<file path="config.mk">
export PLATFORM = sky130hd
export DESIGN_NAME = dense_seq_ctrl
export DESIGN_NICKNAME = d
export VERILOG_FILES = /design/src/rtl/dense_seq_ctrl.sv
export SDC_FILE = /design/constraint.sdc
export NUM_CORES = 1
export LEC_CHECK = 0
export ABC_AREA = 1
export BUFFER_PORTS_ARGS = -buffer_cell sky130_fd_sc_hd__buf_2
export CORE_ASPECT_RATIO = 1.25
export CORE_MARGIN = 4
export CORE_UTILIZATION = 50
export CTS_BUF_LIST = sky130_fd_sc_hd__clkbuf_4 sky130_fd_sc_hd__clkbuf_8
export CTS_CLUSTER_SIZE = 14
export DETAILED_ROUTE_END_ITERATION = 8
export PLACE_DENSITY = 0.75
export SLEW_MARGIN = 20
export SYNTH_ARGS = -nofsm -noshare
export SYNTH_HDL_FRONTEND = slang
export SYNTH_SLANG_ARGS = --single-unit
</file>
<file path="constraint.sdc">
create_clock -name clk -period 1.7 [get_ports clk]
set_clock_uncertainty 0.15 [all_clocks]
set_input_delay 0.34 -clock clk [delete_from_list [all_inputs] [get_ports clk]]
set_output_delay 0.34 -clock clk [all_outputs]
set_load 0.05 [all_outputs]
</file>
<file path="src/rtl/dense_seq_ctrl.sv">
// Sequencer for a time-multiplexed dense layer: walks inputs per output neuron through one
// shared MAC pipeline, drains it, requests the bias add, then commands the result write.
//
// state   | meaning
// --------+----------------------------------------------------------
// S_IDLE  | waiting for start_i; counters held at zero
// S_RUN   | one MAC issued per non-stalled cycle for the current neuron
// S_DRAIN | MAC_LAT cycles for the last product to reach the accumulator
// S_BIAS  | bias add requested for the current neuron
// S_WRITE | accumulator written to the result RAM
// S_DONE  | one-cycle end-of-pass pulse
module dense_seq_ctrl #(
    parameter int IN_NUMS  = 1600,
    parameter int OUT_NUMS = 128,
    parameter int MAC_LAT  = 1,
    parameter int FA_W     = (IN_NUMS > 1) ? $clog2(IN_NUMS) : 1,
    parameter int KA_W     = (IN_NUMS * OUT_NUMS > 1) ? $clog2(IN_NUMS * OUT_NUMS) : 1,
    parameter int OA_W     = (OUT_NUMS > 1) ? $clog2(OUT_NUMS) : 1
) (
    input  logic            clk,
    input  logic            rst,
    input  logic            start_i,
    input  logic            stall_i,
    output logic            busy_o,
    output logic            done_o,
    output logic            mac_en_o,
    output logic            acc_first_o,
    output logic [FA_W-1:0] feat_addr_o,
    output logic [KA_W-1:0] kern_addr_o,
    output logic            bias_en_o,
    output logic [OA_W-1:0] bias_addr_o,
    output logic            res_we_o,
    output logic [OA_W-1:0] res_addr_o
);

    localparam int DW = (MAC_LAT > 1) ? $clog2(MAC_LAT) : 1;
    localparam logic [FA_W-1:0] IN_LAST    = FA_W'(IN_NUMS - 1);
    localparam logic [OA_W-1:0] OUT_LAST   = OA_W'(OUT_NUMS - 1);
    localparam logic [DW-1:0]   DRAIN_LOAD = DW'(MAC_LAT - 1);

    typedef enum logic [2:0] {
        S_IDLE  = 3'd0,
        S_RUN   = 3'd1,
        S_DRAIN = 3'd2,
        S_BIAS  = 3'd3,
        S_WRITE = 3'd4,
        S_DONE  = 3'd5
    } state_t;

    state_t          r_state;
    state_t          w_next;
    logic [FA_W-1:0] r_in_idx;
    logic [OA_W-1:0] r_out_idx;
    logic [KA_W-1:0] r_kern;
    logic [DW-1:0]   r_drain;
    logic            w_issue;
    logic            w_in_last;
    logic            w_out_last;

    assign w_in_last  = (r_in_idx == IN_LAST);
    assign w_out_last = (r_out_idx == OUT_LAST);

    always_comb begin
        w_next  = r_state;
        w_issue = 1'b0;
        case (r_state)
            S_IDLE: begin
                if (start_i) w_next = S_RUN;
            end
            S_RUN: begin
                if (!stall_i) begin
                    w_issue = 1'b1;
                    if (w_in_last) w_next = S_DRAIN;
                end
            end
            S_DRAIN: begin
                if (r_drain == '0) w_next = S_BIAS;
            end
            S_BIAS:  w_next = S_WRITE;
            S_WRITE: w_next = w_out_last ? S_DONE : S_RUN;
            S_DONE:  w_next = S_IDLE;
            default: w_next = S_IDLE;
        endcase
    end

    // The kernel address never steps past the last issue of a neuron; the step into the
    // next neuron's block happens on WRITE so the register never leaves 0..IN*OUT-1.
    always_ff @(posedge clk) begin
        if (rst) begin
            r_state   <= S_IDLE;
            r_in_idx  <= '0;
            r_out_idx <= '0;
            r_kern    <= '0;
            r_drain   <= '0;
        end else begin
            r_state <= w_next;
            case (r_state)
                S_IDLE: begin
                    r_in_idx  <= '0;
                    r_out_idx <= '0;
                    r_kern    <= '0;
                    r_drain   <= '0;
                end
                S_RUN: begin
                    if (w_issue) begin
                        if (w_in_last) begin
                            r_drain <= DRAIN_LOAD;
                        end else begin
                            r_in_idx <= r_in_idx + 1'b1;
                            r_kern   <= r_kern + 1'b1;
                        end
                    end
                end
                S_DRAIN: begin
                    if (r_drain != '0) r_drain <= r_drain - 1'b1;
                end
                S_WRITE: begin
                    if (!w_out_last) begin
                        r_out_idx <= r_out_idx + 1'b1;
                        r_in_idx  <= '0;
                        r_kern    <= r_kern + 1'b1;
                    end
                end
                default: ;
            endcase
        end
    end

    assign busy_o      = (r_state != S_IDLE);
    assign done_o      = (r_state == S_DONE);
    assign mac_en_o    = w_issue;
    assign acc_first_o = w_issue && (r_in_idx == '0);
    assign feat_addr_o = r_in_idx;
    assign kern_addr_o = r_kern;
    assign bias_en_o   = (r_state == S_BIAS);
    assign bias_addr_o = r_out_idx;
    assign res_we_o    = (r_state == S_WRITE);
    assign res_addr_o  = r_out_idx;

endmodule

</file>
==> results of run 1 <==
## metrics by stage
stage,worst slack (ns),TNS (ns)
global placement,-0.03044,-0.05366
CTS,-0.1252,-0.5336
floorplan,-0.3682,-0.3861
global route,-0.2559,-6.177
finish,-0.1829,-3.871
detailed placement,-0.09221,-0.8636
## worst min-delay path, delay by kind of cell
| kind | cells | cell delay (ns) |
|---|---|---|
| compound gates | 1 | 0.11 |
| buf+inv | 1 | 0.10 |
| simple gates | 1 | 0.08 |
## repair_timing
action                                  4_1_cts  5_1_grt
endpoints found under the setup margin       29       38
buffers inserted                             11        9
resized for setup                            47       80
pin swaps                                    13       26
## worst max path at each step
stage | end | cells past startpoint
CTS | acc_first_o | 5
detailed placement | kern_addr_o[5]$_SDFFE_PP0P_ | 8
global route | acc_first_o | 4
finish | acc_first_o | 4
global placement | kern_addr_o[5]$_SDFFE_PP0P_ | 8
floorplan | acc_first_o | 4
## power groups by stage
stage	Combinational [W]	Sequential (W)	Clock, W
after floorplan	0.000310	0.00100	0
after global routing	0.000729	0.000952	0.000676
final	0.000682	0.000949	0.000626
after CTS	0.000549	0.000946	0.000622
after global placement	0.000433	0.000968	0
after detailed placement	0.000439	0.000968	0
## cells in the mapped netlist
master / instances
a211oi_1: 1
a21oi_1: 10
a21oi_2: 11
buf_12: 1
buf_2: 1
buf_4: 7
buf_6: 2
buf_8: 1
clkbuf_1: 1
dfxtp_1: 39
ha_1: 4
inv_1: 41
inv_2: 5
inv_4: 1
nand2_1: 85
nand2_2: 15
nand2_4: 2
nand3_1: 27
nand3_2: 1
nand3_4: 2
nand4_1: 6
nand4_2: 1
nor2_1: 55
nor2_2: 7
nor2_4: 6
nor3_1: 4
nor3b_1: 2
nor4b_1: 1
o21a_1: 1
o21ai_0: 15
o21ai_1: 1
o21ai_2: 4
o21bai_1: 1
xnor2_1: 3
xor2_1: 9
## cell families after synthesis
logic type	after synthesis	share of synthesized area, %
compound gates	44	11.16
xor+xnor	12	4.130
fa+ha+maj	4	1.967
buf+inv	60	11.70
flops	39	30.68
simple gates	214	40.36
## metal layers
layer / vias up / GRT usage [%] / share of wire (%)
met1: 1291 / 26.05 / 41
met5: - / 0 / 0
li1: 1347 / - / -
met3: 16 / 4.133 / 4.1
met4: 0 / 8.034 / 2.1
met2: 80 / 42.73 / 53
## final cells by class
cell class	instances	area [um2]
repair buffers	92	670.6
flip-flops and latches	39	833.3
well taps	60	75.07
multi-input cells	274	1813
inverters	47	205.2
clock inverters	2	7.507
fillers	330	1154
clock buffers	6	76.32
## layout by cell type, fill, tap and decap left out, types with 2 or more instances in the layout
| master | instances |
|---|---|
| dfxtp_4 | 8 |
| clkinv_1 | 2 |
| nand3_4 | 5 |
| a21oi_1 | 6 |
| buf_2 | 45 |
| ha_4 | 3 |
| nor2_2 | 12 |
| buf_8 | 2 |
| inv_4 | 5 |
| xor2_1 | 9 |
| nand3_1 | 24 |
| clkbuf_4 | 2 |
| nand4_1 | 6 |
| nand2_8 | 2 |
| dfxtp_1 | 13 |
| nor3_1 | 2 |
| o21ai_0 | 4 |
| nor2_4 | 16 |
| nand2_1 | 68 |
| inv_1 | 35 |
| buf_12 | 2 |
| buf_6 | 14 |
| clkbuf_8 | 5 |
| o21ai_2 | 10 |
| nor2_1 | 40 |
| nand2_4 | 11 |
| o21ai_1 | 6 |
| a21oi_2 | 15 |
| inv_2 | 5 |
| nand2_2 | 21 |
| dfxtp_2 | 18 |
| buf_4 | 28 |
| xnor2_1 | 3 |
| nor3b_1 | 2 |
## flip-flops by register name (all words and copies together) (netlist names)
register / flops
feat_addr_o: 11
kern_addr_o: 18
bias_addr_o: 7
r_state: 3
==> summary.txt, run 1 <==
Worst hold path
  – Worst Hold Class: input pin to register
  – Hold endpoint: bias_addr_o[6]$_SDFFE_PP0P_
  – Hold Path Origin: rst
  – Worst hold path depth: 3

Clock network
  – Inserted Clock Buffers: 5
  – H-tree depth: 2
  – Total clock sinks: 39
  – CTS max path bufs: 2
  – CTS tree: done
  – # hold bufs at CTS: 0
  – Clk root buf: clkbuf_8
  – Worst-path clk slew: 0.08 ns
  – Clock Latency Late Sink: 0.29 ns

Critical path
  – CP delay by family, top: simple AND/OR/NAND/NOR gates
  – R2R Setup Slk: -0.15 ns
  – Reg-to-reg startpoint: r_state[0]$_SDFFE_PP0P_
  – CP max stage cell: dfxtp_2
  – Worst R2R End: kern_addr_o[6]$_SDFFE_PP0P_
  – Critical path launch point: feat_addr_o[10]$_SDFFE_PP0P_
  – Worst path bufs/invs: 1
  – R2R cell count: 10
  – Arrival time at the worst endpoint: 1.39 ns
  – Max stage delay on crit path: 0.36 ns
  – WP data required: 1.21 ns
  – WS Path Type: register to primary output
  – Crit path max fanout: 5
  – Critical Path, Cell by Cell: nor2_2, nand3_2, nor4b_4, buf_6
  – Worst Setup End Kind: primary output
  – Crit path launch type: register

Die
  – Num ports: 53
  – Die Height: 87.77 um
  – Die area: 6302 um2
  – Placeable Area: 4835 um2
  – Core Rows: 28
  – Initial Utilization: 52.64%
  – Die extent in x: 71.81 um

Route
  – Antenna Nets Post-Route: 0
  – DR iter-0 viols: 140
  – Initial DRT Pass Iterations: 4
  – Vias: 2734
  – Vias per cell: 5.258
  – Routed Wire Length: 7.304 mm
  – Residual DRC: 0
  – Routed WL per cell: 14.05 um

Synthesis
  – Yosys reg bits: 39
  – Warnings, synthesis: 0
  – Yosys top cell by area: dfxtp_1
  – Cells taking the most area after synthesis: dfxtp_1, nand2_1, nor2_1, inv_1, nand3_1
  – Post-synth top area share: 30.68%
  – Post-synth cell types: 35
  – Seq/Total Area, Yosys: 30.68%
  – Mapped Cells: 373
  – Cell Area, Synth: 2545 um2
  – Mean Syn Cell Area: 6.823 um2
  – Syn_nets: 381

Placement
  – Dpl cell area: 3038 um2
  – Routability cong.: 0.8941
  – Placed Cells: 494
  – IO buf count: 52
  – Hpwl dp: 4.831 mm

STA
  – Final Critical Period: 1.883 ns
  – Worst slew pin tran: 0.5310 ns
  – Relative slew slack: 64.56%
  – Final Hold Violating Endpoints: 0
  – Fmax: 531.1 MHz
  – Worst Setup Slack, final: -0.1829 ns
  – Hold_ws: 0.2178 ns
  – Slew Viols, Final: 0
  – RSZ-0062 raised after global routing: true
  – Setup-failing EPs final: 33
  – Final Cycle Share: 110.8%

Power and ir drop
  – Comb power frac: 30.2%
  – Sequential share of power: 42.1%
  – Maximum VDD drop: 0.5298 mV
  – Sw Share: 34.34%
  – Tot Pwr: 0.002257 W
  – Clk network pwr share: 27.7%
  – Psw: 0.0007750 W
  – Internal Power: 0.001482 W
  – Pleak: 1.624 nW
  – Pwr/cell area: 613.1 nW/um2

Finish
  – Final core utilization: 76.14%
  – Layout cell share with drive strength beyond 1: 51.30%
  – Final instance count without filler cells: 520
  – Final nets: 467
  – Area grow syn2layout: 44.64%
  – Design Area, Final: 3681 um2
  – Antenna diode count: 0

Status
  – Outcome: finished with violations
  – Failing checks: negative setup slack

GRT
  – Vias in the first global route: 2749
  – Gr ovfl total: 0
  – Pin count of the biggest net entering global routing: 19
  – Tot GR Track Use: 22.97%
  – Initial antenna violation count: 0
  – First-pass GRT wire length: 11.76 mm

Flow run
  – Max-cap viol count: 0
Note: power is estimated with default switching activity, not from simulation.
==> run 2: changes to the inputs <==
- BUFFER_PORTS_ARGS: -buffer_cell sky130_fd_sc_hd__buf_2 -> not set
- CAP_MARGIN: not set -> 20
- DONT_BUFFER_PORTS: not set -> 1
- MAX_ROUTING_LAYER: not set -> met4
- PLACE_DENSITY: 0.75 -> 0.66
==> summary.txt, run 2 (synthesis results as in run 1) <==
Critical path
  – Crit path capture: acc_first_o (unchanged)
  – WS Path Type: register to primary output (unchanged)
  – WP data required: 1.21 ns (about the same)
  – R2R cell count: 10 (unchanged)
  – Worst Setup End Kind: primary output (unchanged)
  – R2R Setup Slk: -0.07 ns (was -0.15 ns)
  – Crit path launch type: register (unchanged)
  – Worst R2R End: kern_addr_o[9]$_SDFFE_PP0P_ (was kern_addr_o[6]$_SDFFE_PP0P_)
  – Critical path launch point: feat_addr_o[0]$_SDFFE_PP0P_ (was feat_addr_o[10]$_SDFFE_PP0P_)
  – Reg-to-reg startpoint: feat_addr_o[0]$_SDFFE_PP0P_ (was r_state[0]$_SDFFE_PP0P_)
  – Crit path max fanout: 2 (was 5)
  – Arrival time at the worst endpoint: 1.42 ns (was 1.39 ns)

Clock network
  – Clk root buf: clkbuf_8 (unchanged)
  – H-tree depth: 2 (unchanged)
  – Total clock sinks: 39 (unchanged)
  – CTS tree: done (unchanged)
  – Clock Latency Late Sink: 0.30 ns (was 0.29 ns)
  – CTS max path bufs: 2 (unchanged)
  – Inserted Clock Buffers: 5 (unchanged)
  – Worst-path clk slew: 0.09 ns (was 0.08 ns)

Placement
  – Dpl cell area: 3080 um2 (was 3038 um2)
  – Hpwl dp: 4.963 mm (was 4.831 mm)
  – IO buf count: 0 (was 52)
  – Routability cong.: 0.8906 (was 0.8941)

STA
  – Worst slew pin tran: 1.035 ns (was 0.5310 ns)
  – Final Critical Period: 1.909 ns (was 1.883 ns)
  – Final Hold Violating Endpoints: 0 (unchanged)
  – Hold_ws: 0.1091 ns (was 0.2178 ns)
  – Final Cycle Share: 112.3% (was 110.8%)
  – RSZ-0062 raised after global routing: true (unchanged)
  – Worst Setup Slack, final: -0.2092 ns (was -0.1829 ns)
  – Fmax: 523.8 MHz (was 531.1 MHz)
  – Relative slew slack: 31.02% (was 64.56%)
  – Setup-failing EPs final: 7 (was 33)
  – TNS Setup: -0.4107 ns (was -3.871 ns)
  – Slew Viols, Final: 0 (unchanged)

GRT
  – First-pass GRT wire length: 11.21 mm (was 11.76 mm)
  – Vias in the first global route: 2503 (was 2749)
  – Gr ovfl total: 0 (unchanged)
  – Pin count of the biggest net entering global routing: 19 (unchanged)
  – Tot GR Track Use: 22.82% (was 22.97%)
  – Initial antenna violation count: 0 (unchanged)

Finish
  – Commonest non-fill, non-tap cell in the layout: nand2_1 (unchanged)
  – Final nets: 444 (was 467)
  – Most frequent cells in the layout: nand2_1, buf_4, nor2_1, inv_1 (was nand2_1, buf_2, nor2_1, inv_1, buf_4)
  – Design Area, Final: 3476 um2 (was 3681 um2)
  – Largest register FFs: 18 (unchanged)
  – Layout cell share with drive strength beyond 1: 43.48% (was 51.30%)
  – Antenna diode count: 0 (unchanged)
  – Area grow syn2layout: 36.58% (was 44.64%)
  – Final core utilization: 71.89% (was 76.14%)

Power and ir drop
  – Pleak: 1.430 nW (was 1.624 nW)
  – Maximum VDD drop: 0.4820 mV (was 0.5298 mV)
  – Comb power frac: 24.5% (was 30.2%)
  – Psw: 0.0007326 W (was 0.0007750 W)
  – Tot Pwr: 0.002356 W (was 0.002257 W)
  – Sw Share: 31.09% (was 34.34%)
  – Pwr/cell area: 677.9 nW/um2 (was 613.1 nW/um2)
  – Sequential share of power: 40.3% (was 42.1%)
  – Internal Power: 0.001624 W (was 0.001482 W)
  – Clk network pwr share: 35.2% (was 27.7%)

Die
  – Die Height: 87.77 um (unchanged)
  – Num ports: 53 (unchanged)
  – Die area: 6302 um2 (unchanged)
  – Initial Utilization: 52.64% (unchanged)
  – Core Rows: 28 (unchanged)
  – Placeable Area: 4835 um2 (unchanged)
  – Die extent in x: 71.81 um (unchanged)

Route
  – Initial DRT Pass Iterations: 4 (unchanged)
  – Residual DRC: 0 (unchanged)
  – Vias per cell: 5.105 (was 5.258)
  – Routed Wire Length: 6.733 mm (was 7.304 mm)
  – Routed WL per cell: 13.55 um (was 14.05 um)
  – Antenna Nets Post-Route: 0 (unchanged)
  – Vias: 2537 (was 2734)
  – DR iter-0 viols: 137 (was 140)

Status
  – Failing checks: negative setup slack (unchanged)
  – Outcome: finished with violations (unchanged)

Flow run
  – Max-cap viol count: 0 (unchanged)

Worst hold path
  – Worst Hold Class: input pin to register (unchanged)
-- run 2: critical path, stage by stage (launching register included) --
cell,delay [ns]
dfxtp_4,0.36
inv_4,0.06
ha_4,0.13
nand3_4,0.07
nor4b_4,0.31
buf_12,0.18
-- run 2: power groups by stage --
stage / combinational [W] / sequential, W / clock (W)
floorplan: 0.000310 / 0.00100 / 0
global placement: 0.000462 / 0.000968 / 0
detailed placement: 0.000466 / 0.000970 / 0
CTS: 0.000544 / 0.000947 / 0.000836
global route: 0.000617 / 0.000952 / 0.000882
finish: 0.000577 / 0.000949 / 0.000830
-- run 2: worst min-delay path by stage --
stage | startpoint | to | slack (ns) | cells after the start
finish | rst | bias_addr_o[5]$_SDFFE_PP0P_ | 0.11 | 3
global route | rst | bias_addr_o[6]$_SDFFE_PP0P_ | 0.12 | 2
CTS | rst | bias_addr_o[5]$_SDFFE_PP0P_ | 0.10 | 3
detailed placement | rst | kern_addr_o[0]$_SDFFE_PP0P_ | 0.25 | 1
global placement | rst | kern_addr_o[2]$_SDFFE_PP0P_ | 0.25 | 1
floorplan | start_i | r_state[0]$_SDFFE_PP0P_ | 0.40 | 4
-- run 2: through the flow --
| stage | std cells | setup slack (ns) |
|---|---|---|
| after floorplan | 373 | -0.3682 |
| after global placement | 479 | 0.04969 |
| after detailed placement | 479 | -0.001954 |
| after CTS | 496 | -0.2285 |
| after global routing | 497 | -0.2739 |
| final | 497 | -0.2092 |
-- run 2: layout make-up --
| type | instances | area [um2] |
|---|---|---|
| fill | 397 | 1359 |
| clock buffer | 6 | 82.58 |
| sequential | 39 | 835.8 |
| timing repair buffer | 69 | 600.6 |
| tap | 60 | 75.07 |
| multi-input combinational | 274 | 1648 |
| inverter | 47 | 198.9 |
| clock inverter | 2 | 35.03 |
-- run 2: what timing repair did --
action	CTS	global route
gates resized for setup	35	37
hold buffers	1	0
pin swaps	13	9
setup buffers	8	2
endpoints found under the setup margin	8	43
endpoints found under the hold margin	18	0
-- run 2: routing by layer --
layer | GRT usage (%) | routed length [um]
met1 | 26.40 | 2766
met2 | 39.63 | 3472
met3 | 5.052 | 393
met4 | 6.154 | 101
met5 | - | 0
==> run 3: changes to the inputs <==
- SETUP_SLACK_MARGIN: not set -> 0.3
==> summary.txt, run 3 (synthesis results as in run 1) <==
Status
  – Outcome: finished with violations (unchanged)
  – Failing checks: negative setup slack (unchanged)

Finish
  – Register Area: 867.1 um2 (was 835.8 um2)
  – Most frequent cells in the layout: nand2_1, buf_6, nor2_1, buf_4, inv_1 (was nand2_1, buf_4, nor2_1, inv_1)
  – Multi-input gate area: 1944 um2 (was 1648 um2)
  – Final instance count without filler cells: 529 (was 497)
  – Layout cell share with drive strength beyond 1: 58.00% (was 43.48%)
  – Design Area, Final: 4282 um2 (was 3476 um2)
  – Antenna diode count: 0 (unchanged)
  – Fillers: 218 (was 397)
  – Area grow syn2layout: 68.24% (was 36.58%)
  – Commonest non-fill, non-tap cell in the layout: nand2_1 (unchanged)
  – Final nets: 476 (was 444)
  – Largest register FFs: 18 (unchanged)

Route
  – Residual DRC: 0 (unchanged)
  – Antenna Nets Post-Route: 0 (unchanged)
  – Routed Wire Length: 10.97 mm (was 6.733 mm)
  – Vias per cell: 5.819 (was 5.105)
  – Initial DRT Pass Iterations: 8 (was 4)
  – Vias: 3078 (was 2537)
  – Routed WL per cell: 20.74 um (was 13.55 um)
  – DR iter-0 viols: 254 (was 137)

Die
  – Die Height: 87.77 um (unchanged)
  – Die extent in x: 71.81 um (unchanged)
  – Placeable Area: 4835 um2 (unchanged)
  – Core Rows: 28 (unchanged)
  – Num ports: 53 (unchanged)
  – Initial Utilization: 52.64% (unchanged)
  – Die area: 6302 um2 (unchanged)

GRT
  – Pin count of the biggest net entering global routing: 19 (unchanged)
  – Initial antenna violation count: 0 (unchanged)
  – Tot GR Track Use: 28.60% (was 22.82%)
  – Gr ovfl total: 0 (unchanged)
  – Vias in the first global route: 2882 (was 2503)
  – First-pass GRT wire length: 13.68 mm (was 11.21 mm)

Clock network
  – CTS max path bufs: 2 (unchanged)
  – CTS tree: done (unchanged)
  – Worst-path clk slew: 0.09 ns (about the same)
  – H-tree depth: 2 (unchanged)
  – Clk root buf: clkbuf_8 (unchanged)
  – Inserted Clock Buffers: 5 (unchanged)
  – Total clock sinks: 39 (unchanged)
  – Clock Latency Late Sink: 0.31 ns (was 0.30 ns)

Placement
  – IO buf count: 0 (unchanged)
  – Dpl cell area: 3120 um2 (was 3080 um2)
  – Routability cong.: 0.8649 (was 0.8906)
  – Pre-CTS setup slack: 0.02154 ns (was -0.001954 ns)
  – Hpwl dp: 4.893 mm (was 4.963 mm)
  – Placed Cells: 480 (was 479)

Power and ir drop
  – Pwr/cell area: 583.0 nW/um2 (was 677.9 nW/um2)
  – Pleak: 1.779 nW (was 1.430 nW)
  – Maximum VDD drop: 0.4860 mV (was 0.4820 mV)
  – Tot Pwr: 0.002496 W (was 0.002356 W)

STA
  – Final Hold Violating Endpoints: 0 (unchanged)
  – Slew Viols, Final: 0 (unchanged)
  – Final Cycle Share: 114.0% (was 112.3%)
  – Hold_ws: 0.06279 ns (was 0.1091 ns)
  – Setup-failing EPs final: 38 (was 7)
  – Final Critical Period: 1.938 ns (was 1.909 ns)
  – Relative slew slack: 20.74% (was 31.02%)
  – RSZ-0062 raised after global routing: true (unchanged)
  – Worst Setup Slack, final: -0.2376 ns (was -0.2092 ns)
  – Fmax: 516.1 MHz (was 523.8 MHz)
  – Worst slew pin tran: 1.189 ns (was 1.035 ns)

Critical path
  – Crit path max fanout: 2 (unchanged)
  – Worst R2R End: kern_addr_o[6]$_SDFFE_PP0P_ (was kern_addr_o[9]$_SDFFE_PP0P_)
  – WP data required: 1.21 ns (about the same)
  – R2R cell count: 10 (unchanged)
  – Arrival time at the worst endpoint: 1.45 ns (was 1.42 ns)
  – WS Path Type: register to primary output (unchanged)
  – Worst Setup End Kind: primary output (unchanged)
  – Crit path launch type: register (unchanged)
  – R2R Setup Slk: -0.22 ns (was -0.07 ns)
  – Reg-to-reg startpoint: feat_addr_o[0]$_SDFFE_PP0P_ (unchanged)

Flow run
  – Max-cap viol count: 0 (unchanged)

Worst hold path
  – Hold endpoint: bias_addr_o[3]$_SDFFE_PP0P_ (was bias_addr_o[5]$_SDFFE_PP0P_)
  – Hold Path Origin: rst (unchanged)
  – Worst hold path depth: 3 (unchanged)
  – Worst Hold Class: input pin to register (unchanged)
## run 3: timing repair
item / 4_1_cts / 5_1_grt
pin swaps: 31 / 39
buffers inserted: 26 / 14
endpoints found under the hold margin: 18 / 0
gates cloned: 0 / 0
setup endpoints to repair: 63 / 69
gates resized for setup: 105 / 103
hold buffers: 1 / 0
## run 3: area by class of cell
cell class	count	area share, %
Sequential cell	39	20.25
Timing Repair Buffer	101	25.57
Tap cell	60	1.753
Inverter	47	4.939
Clock buffer	7	1.958
Clock inverter	1	0.1169
Multi-Input combinational cell	274	45.41
## run 3: layer usage
layer / vias up / share of wire (%) / wire, um / track usage (%)
met2: 186 / 52 / 5712 / 50.00
met4: 0 / 6.9 / 758 / 17.44
met1: 1440 / 33 / 3673 / 29.60
met5: - / 0 / 0 / -
met3: 78 / 7.5 / 826 / 5.052
li1: 1374 / - / - / -
## run 3: per-stage QoR
stage / setup TNS, ns / util, %
final: -6.235 / 88.56
after CTS: -0.5131 / 78.93
after floorplan: -0.5100 / -
after detailed placement: 0 / 64.54
after global routing: -8.822 / 88.56
after global placement: 0 / 64.54
## run 3: worst max-delay path by stage
stage / from / endpoint
after CTS: feat_addr_o[1]$_SDFFE_PP0P_ / acc_first_o
after detailed placement: r_state[0]$_SDFFE_PP0P_ / acc_first_o
final: feat_addr_o[7]$_SDFFE_PP0P_ / acc_first_o
after floorplan: r_state[2]$_SDFFE_PP0P_ / acc_first_o
after global routing: feat_addr_o[0]$_SDFFE_PP0P_ / kern_addr_o[6]$_SDFFE_PP0P_
after global placement: feat_addr_o[0]$_SDFFE_PP0P_ / acc_first_o
## run 3: report_power, final
| group | switching [W] | total (W) | internal (W) |
|---|---|---|---|
| logic | 0.000502 | 0.000861 | 0.000359 |
| registers | 0.0000283 | 0.000940 | 0.000912 |
| clock network | 0.000374 | 0.000695 | 0.000321 |
## run 3: worst max-delay path: stages (launching register included)
cell,delay [ns]
dfxtp_2,0.33
inv_1,0.09
nand2_2,0.07
buf_4,0.14
nor4b_4,0.32
buf_12,0.18
